### config.mk
export PLATFORM = sky130hd
export DESIGN_NAME = controlador_pilha
export DESIGN_NICKNAME = d
export VERILOG_FILES = /design/src/rtl/pilha_pkg.sv /design/src/rtl/controlador_pilha_contador_ponteiro.sv /design/src/rtl/controlador_pilha.sv
export SDC_FILE = /design/constraint.sdc
export NUM_CORES = 1
export LEC_CHECK = 0
export BUFFER_PORTS_ARGS = -buffer_cell sky130_fd_sc_hd__buf_2
export CAP_MARGIN = 30
export CORE_UTILIZATION = 50
export CTS_CLUSTER_SIZE = 16
export DETAILED_ROUTE_END_ITERATION = 8
export HOLD_SLACK_MARGIN = 0.1
export PLACE_DENSITY = 0.82
export SLEW_MARGIN = 30
export SYNTH_ARGS = -nofsm -noshare
export SYNTH_HDL_FRONTEND = slang
export SYNTH_SLANG_ARGS = --single-unit
### constraint.sdc
create_clock -name clk -period 10.35 [get_ports clk]
set_input_delay 0 -clock clk [delete_from_list [all_inputs] [get_ports clk]]
set_output_delay 0 -clock clk [all_outputs]
set_load 0.05 [all_outputs]
### src/rtl/pilha_pkg.sv
// Shared constants for the Pilha stack controller: op-codes, FSM encoding
// and default geometry.
package pilha_pkg;

    localparam int LARGURA_PADRAO = 16;
    localparam int TAMANHO_PADRAO = 64;
    localparam int END_W_PADRAO   = 6;

    localparam logic [1:0] OP_NOP  = 2'b00;
    localparam logic [1:0] OP_PUSH = 2'b01;
    localparam logic [1:0] OP_POP  = 2'b10;
    localparam logic [1:0] OP_PEEK = 2'b11;

    typedef enum logic [1:0] {
        IDLE     = 2'b00,
        ESCREVE  = 2'b01,
        LE       = 2'b10,
        RESPOSTA = 2'b11
    } estado_t;

endpackage

### src/rtl/controlador_pilha_contador_ponteiro.sv
// Up/down stack-pointer counter; the pointer value is the occupancy itself,
// with full/empty flags derived from it.
module contador_ponteiro
#(
    parameter int TAMANHO = 64,
    parameter int END_W   = 6
)
(
    input  logic             clk,
    input  logic             rst,
    input  logic             inc,
    input  logic             dec,
    output logic [END_W:0]   ocupacao,
    output logic             cheia,
    output logic             vazia
);

    localparam logic [END_W:0] UM    = (END_W+1)'(1);
    localparam logic [END_W:0] CHEIO = (END_W+1)'(TAMANHO);

    logic [END_W:0] sp;

    always_ff @(posedge clk) begin
        if (rst) begin
            sp <= '0;
        end else if (inc && !dec) begin
            sp <= sp + UM;
        end else if (dec && !inc) begin
            sp <= sp - UM;
        end
    end

    assign ocupacao = sp;
    assign cheia    = (sp == CHEIO);
    assign vazia    = (sp == '0);

endmodule

### src/rtl/controlador_pilha.sv
// Sequencer for the 16x64 Pilha stack bank: PUSH/POP/PEEK over valid/ready.
// Optional macro PILHA_ERRO_STICKY_EN makes erro sticky until a NOP or reset.
module controlador_pilha
    import pilha_pkg::*;
#(
    parameter int LARGURA = LARGURA_PADRAO,
    parameter int TAMANHO = TAMANHO_PADRAO,
    parameter int END_W   = END_W_PADRAO
)
(
    input  logic               clk,
    input  logic               rst,
    input  logic               cmd_valid,
    input  logic [1:0]         cmd_op,
    input  logic [LARGURA-1:0] cmd_dado,
    output logic               cmd_ready,
    output logic               resp_valid,
    output logic [LARGURA-1:0] resp_dado,
    output logic               erro,
    output logic               cheia,
    output logic               vazia,
    output logic [END_W:0]     ocupacao,
    output logic [END_W-1:0]   mem_endereco,
    output logic               mem_io,
    output logic [LARGURA-1:0] mem_dado_w,
    input  logic [LARGURA-1:0] mem_dado_r
);

    estado_t estado, prox_estado;

    logic aceita;
    logic inc, dec;
    logic carrega_w, carrega_r, captura;
    logic falha;

    contador_ponteiro #(
        .TAMANHO (TAMANHO),
        .END_W   (END_W)
    ) u_ponteiro (
        .clk      (clk),
        .rst      (rst),
        .inc      (inc),
        .dec      (dec),
        .ocupacao (ocupacao),
        .cheia    (cheia),
        .vazia    (vazia)
    );

    assign cmd_ready  = (estado == IDLE);
    assign aceita     = cmd_valid && cmd_ready;
    assign mem_io     = (estado == ESCREVE);
    assign resp_valid = (estado == RESPOSTA);

    always_comb begin
        prox_estado = estado;
        inc         = 1'b0;
        dec         = 1'b0;
        carrega_w   = 1'b0;
        carrega_r   = 1'b0;
        captura     = 1'b0;
        falha       = 1'b0;
        case (estado)
            IDLE: begin
                if (aceita) begin
                    case (cmd_op)
                        OP_PUSH: begin
                            if (cheia) begin
                                falha = 1'b1;
                            end else begin
                                inc         = 1'b1;
                                carrega_w   = 1'b1;
                                prox_estado = ESCREVE;
                            end
                        end
                        OP_POP, OP_PEEK: begin
                            if (vazia) begin
                                falha = 1'b1;
                            end else begin
                                dec         = (cmd_op == OP_POP);
                                carrega_r   = 1'b1;
                                prox_estado = LE;
                            end
                        end
                        default: ;
                    endcase
                end
            end
            ESCREVE:  prox_estado = IDLE;
            LE: begin
                captura     = 1'b1;
                prox_estado = RESPOSTA;
            end
            RESPOSTA: prox_estado = IDLE;
            default:  prox_estado = IDLE;
        endcase
    end

    always_ff @(posedge clk) begin
        if (rst) begin
            estado <= IDLE;
        end else begin
            estado <= prox_estado;
        end
    end

    // Memory port and response registers; POP/PEEK both address the top word.
    always_ff @(posedge clk) begin
        if (rst) begin
            mem_endereco <= '0;
            mem_dado_w   <= '0;
            resp_dado    <= '0;
        end else begin
            if (carrega_w) begin
                mem_endereco <= ocupacao[END_W-1:0];
                mem_dado_w   <= cmd_dado;
            end else if (carrega_r) begin
                mem_endereco <= ocupacao[END_W-1:0] - END_W'(1);
            end
            if (captura) begin
                resp_dado <= mem_dado_r;
            end
        end
    end

    always_ff @(posedge clk) begin
        if (rst) begin
            erro <= 1'b0;
        end else begin
`ifdef PILHA_ERRO_STICKY_EN
            if (aceita && cmd_op == OP_NOP) begin
                erro <= 1'b0;
            end else if (falha) begin
                erro <= 1'b1;
            end
`else
            erro <= falha;
`endif
        end
    end

endmodule

==> reports/results.tsv <==
metric	value	unit
top_reg_cell synth	sky130_fd_sc_hd__dfxtp_1	
number of H-tree levels	2	
number of ports placed on the die boundary	88	
accumulated negative setup slack	0	ns
via count of the first global-routing pass	2034	
area of the core	4120	µm²
CTS tree	built	
share of flip-flops with an asynchronous set or reset	0	
post-synthesis average cell area	8.09	µm²
CTS clk-pin slew, worst paths	0.10	ns
clock tree root driver cell	sky130_fd_sc_hd__clkbuf_8	
share of the clock period used by the worst path after layout	0.374	
most area-consuming cells after synthesis	sky130_fd_sc_hd__dfxtp_1, sky130_fd_sc_hd__nand2_1, sky130_fd_sc_hd__a21oi_1	
wire length of the first global-routing pass	8670	µm
worst relative slew slack	0.420	
total half-perimeter wirelength after legalization and detailed placement	3550	µm
Synth Cell Area	2220	µm²
most frequently used cell type in the post-synthesis netlist	sky130_fd_sc_hd__nand2_1	
ANT cells	0	
share of synthesized area occupied by flip-flops and latches	0.434	
violation count after the first detailed-route iteration	90	
total power divided by cell area	259	nW/µm²
drt first pass iters	4	
Worst Setup Start Kind	register	
highest achievable clock rate	0.258	GHz
Syn Nets	320	
Worst Clk Skew	0.0111	ns
worst supply voltage drop on vdd	0.183	mV
result of the run	finished clean	
unique cell type count in the Yosys netlist	44	
maximum number of pins on one net before global-route repair	51	
overall routed net length	5870	µm
Synth top area share	0.434	
Post-synth EDFFs	0	
number of setup violations in the final report	0	
final worst path period need	3.87	ns
worst-path fanout max	28	
height of the die	68.6	µm
Worst EP required	10.55	ns
Post-synth top cells	sky130_fd_sc_hd__nand2_1, sky130_fd_sc_hd__dfxtp_1, sky130_fd_sc_hd__a21oi_1	
die area	4700	µm²
Switch Pwr	386	µW
total routing resource utilization after global routing	0.246	
number of buffers on the longest clock path	2	
Final Instance Area	3110	µm²
Max Transition Viols Final	0	
routed wire length per instance	13.4	µm
switching share of total power	0.478	
Yosys reg bits	48	
Fillers	304	
signed area change from the synthesized netlist to the final layout	40.3	%
antenna violations before repair	0	
HP Class	primary input to register	
number of clock sinks	48	
Vias per Instance	5.27	
worst endpoint data arrival time	4.07	ns
net total in the final layout	433	
Post-DP Area	2650	µm²
critical path class	register to register	
source-to-sink clock delay at the later pin of the worst-skew pair	0.31	ns
total CTS buffers	5	
synthesized netlist cell count	274	
starting density of the core	0.538	
count of buffers from port buffering	87	
Clk pwr share	0.173	
final RePlAce weighted congestion	0.872	
sum of overflow across all layers after global routing	0	
number of remaining DRC errors	0	
number of antenna-violating nets in the routed design	0	
part of the total power dissipated in sequential elements	0.318	
Yosys warning total	0	
leakage	0.00142	µW
share of cells above drive strength 1	0.265	
Via Count	2308	
CP Capture Type	register	
combinational cell fraction of total power	0.509	
max cap viols	0	
overall die width	68.6	µm
number of placement rows	23	
RSZ-0062 raised after global routing	no	
final number of hold-violating endpoints	0	
library cell occupying the most area in the post-synthesis netlist	sky130_fd_sc_hd__dfxtp_1	
pin slew with the least headroom to its limit	0.870	ns
cell-internal power	421	µW
[worst paths after layout]
path                                            start                             endpoint  slack, ns  depth (start not counted)
hold / removal                              cmd_op[0]                      erro$_SDFF_PP0_       0.22                          4
setup reg to reg  u_ponteiro.ocupacao[0]$_SDFFE_PP0P_  u_ponteiro.ocupacao[6]$_SDFFE_PP0P_       6.48                         12
setup / recovery  u_ponteiro.ocupacao[0]$_SDFFE_PP0P_  u_ponteiro.ocupacao[6]$_SDFFE_PP0P_       6.48                         12
hold reg to reg            resp_dado[10]$_SDFFE_PP0P_           resp_dado[10]$_SDFFE_PP0P_       0.46                          2
[cell type report]
cell class	count	area (µm²)	area share
tap	50	62.6	0.0201
clock buffer	5	68.8	0.0221
clock inverter	3	46.3	0.0149
multi-input combinational	201	1150	0.371
inverter	10	40.0	0.0129
timing repair buffer	121	776	0.249
sequential	48	961	0.309
[worst max-delay path, stage by stage (launching register included)]
cell and delay [ns]:
sky130_fd_sc_hd__dfxtp_1 0.55, sky130_fd_sc_hd__inv_1 0.09, sky130_fd_sc_hd__ha_1 0.25, sky130_fd_sc_hd__nor3b_4 0.18, sky130_fd_sc_hd__a211o_2 0.48, sky130_fd_sc_hd__inv_4 0.29
sky130_fd_sc_hd__ha_1 0.30, sky130_fd_sc_hd__inv_1 0.17, sky130_fd_sc_hd__fa_1 0.45, sky130_fd_sc_hd__a211oi_1 0.40, sky130_fd_sc_hd__or3_1 0.18, sky130_fd_sc_hd__nand4_1 0.10
sky130_fd_sc_hd__mux2_1 0.32
[layout by cell type (no fill, tap or decap), types with 2 or more instances in the layout]
cell type,synthesis,routed
sky130_fd_sc_hd__o31ai_1,4,4
sky130_fd_sc_hd__nor4b_1,2,2
sky130_fd_sc_hd__dlygate4sd3_1,0,34
sky130_fd_sc_hd__nand2b_1,4,4
sky130_fd_sc_hd__clkbuf_8,0,5
sky130_fd_sc_hd__a21oi_1,39,39
sky130_fd_sc_hd__nor3_1,8,8
sky130_fd_sc_hd__a211oi_1,4,4
sky130_fd_sc_hd__xor2_1,3,3
sky130_fd_sc_hd__mux2i_1,2,2
sky130_fd_sc_hd__dfxtp_1,48,48
sky130_fd_sc_hd__a21o_1,2,2
sky130_fd_sc_hd__or3b_1,2,2
sky130_fd_sc_hd__and2_1,3,3
sky130_fd_sc_hd__a311oi_1,5,5
sky130_fd_sc_hd__or3_1,4,4
sky130_fd_sc_hd__nand2_1,71,71
sky130_fd_sc_hd__o211ai_1,2,2
sky130_fd_sc_hd__inv_1,9,9
sky130_fd_sc_hd__nor2b_1,3,2
sky130_fd_sc_hd__nor4_1,2,2
sky130_fd_sc_hd__a31oi_1,2,2
sky130_fd_sc_hd__ha_1,8,8
sky130_fd_sc_hd__o21ai_0,4,4
sky130_fd_sc_hd__nand3_1,2,2
sky130_fd_sc_hd__nor2_1,9,9
sky130_fd_sc_hd__nand4_1,2,2
sky130_fd_sc_hd__buf_2,2,87
[flip-flops by register name (all words and copies together) (netlist names)]
| signal | count |
|---|---|
| resp_dado | 16 |
| estado | 2 |
| mem_dado_w | 16 |
| u_ponteiro.ocupacao | 7 |
| mem_endereco | 6 |
| erro | 1 |
[cell families (layout without fill, tap and decap cells)]
logic type	count (synthesis)	in the layout	synth area share
fa+ha+maj	9	9	0.0542
simple gates	119	119	0.257
buf+inv	25	139	0.0463
flops	48	48	0.434
xor+xnor	3	3	0.0119
mux	3	3	0.0141
compound gates	67	67	0.183
[power groups by stage]
| stage | Sequential [µW] | Combinational [µW] | Clock [µW] |
|---|---|---|---|
| floorplan | 361 | 212 | 0 |
| global placement | 258 | 391 | 0 |
| detailed placement | 261 | 398 | 0 |
| CTS | 256 | 408 | 142 |
| global route | 262 | 446 | 149 |
| finish | 256 | 411 | 140 |
[through the flow]
step                      setup WS [ns]  std cells  total power (µW)  utilization  hold slack, ns
final                              6.48        438               807        0.756           0.218
after global routing               6.23        438               856        0.756           0.273
after CTS                          6.52        438               806        0.755           0.203
after detailed placement           6.54        396               658        0.644           0.248
after global placement             6.65        396               650        0.644           0.242
after floorplan                    6.55        274               573            -           0.136
[layer usage]
layer / share of wire / GRT usage / vias to the layer above
met3: 0.076 / 0.0543 / 5
met4: 0.0072 / 0.104 / 0
met5: 0 / 0 / -
met1: 0.42 / 0.273 / 1028
met2: 0.50 / 0.447 / 96
li1: - / - / 1179
[timing repair]
action | CTS | global route
hold buffers | 34 | 0
endpoints found under the setup margin | 0 | 0
gates resized for setup | 0 | 0
hold endpoints to repair | 35 | 0
buffers inserted | 0 | 0
(Power assumes the default switching activity.)
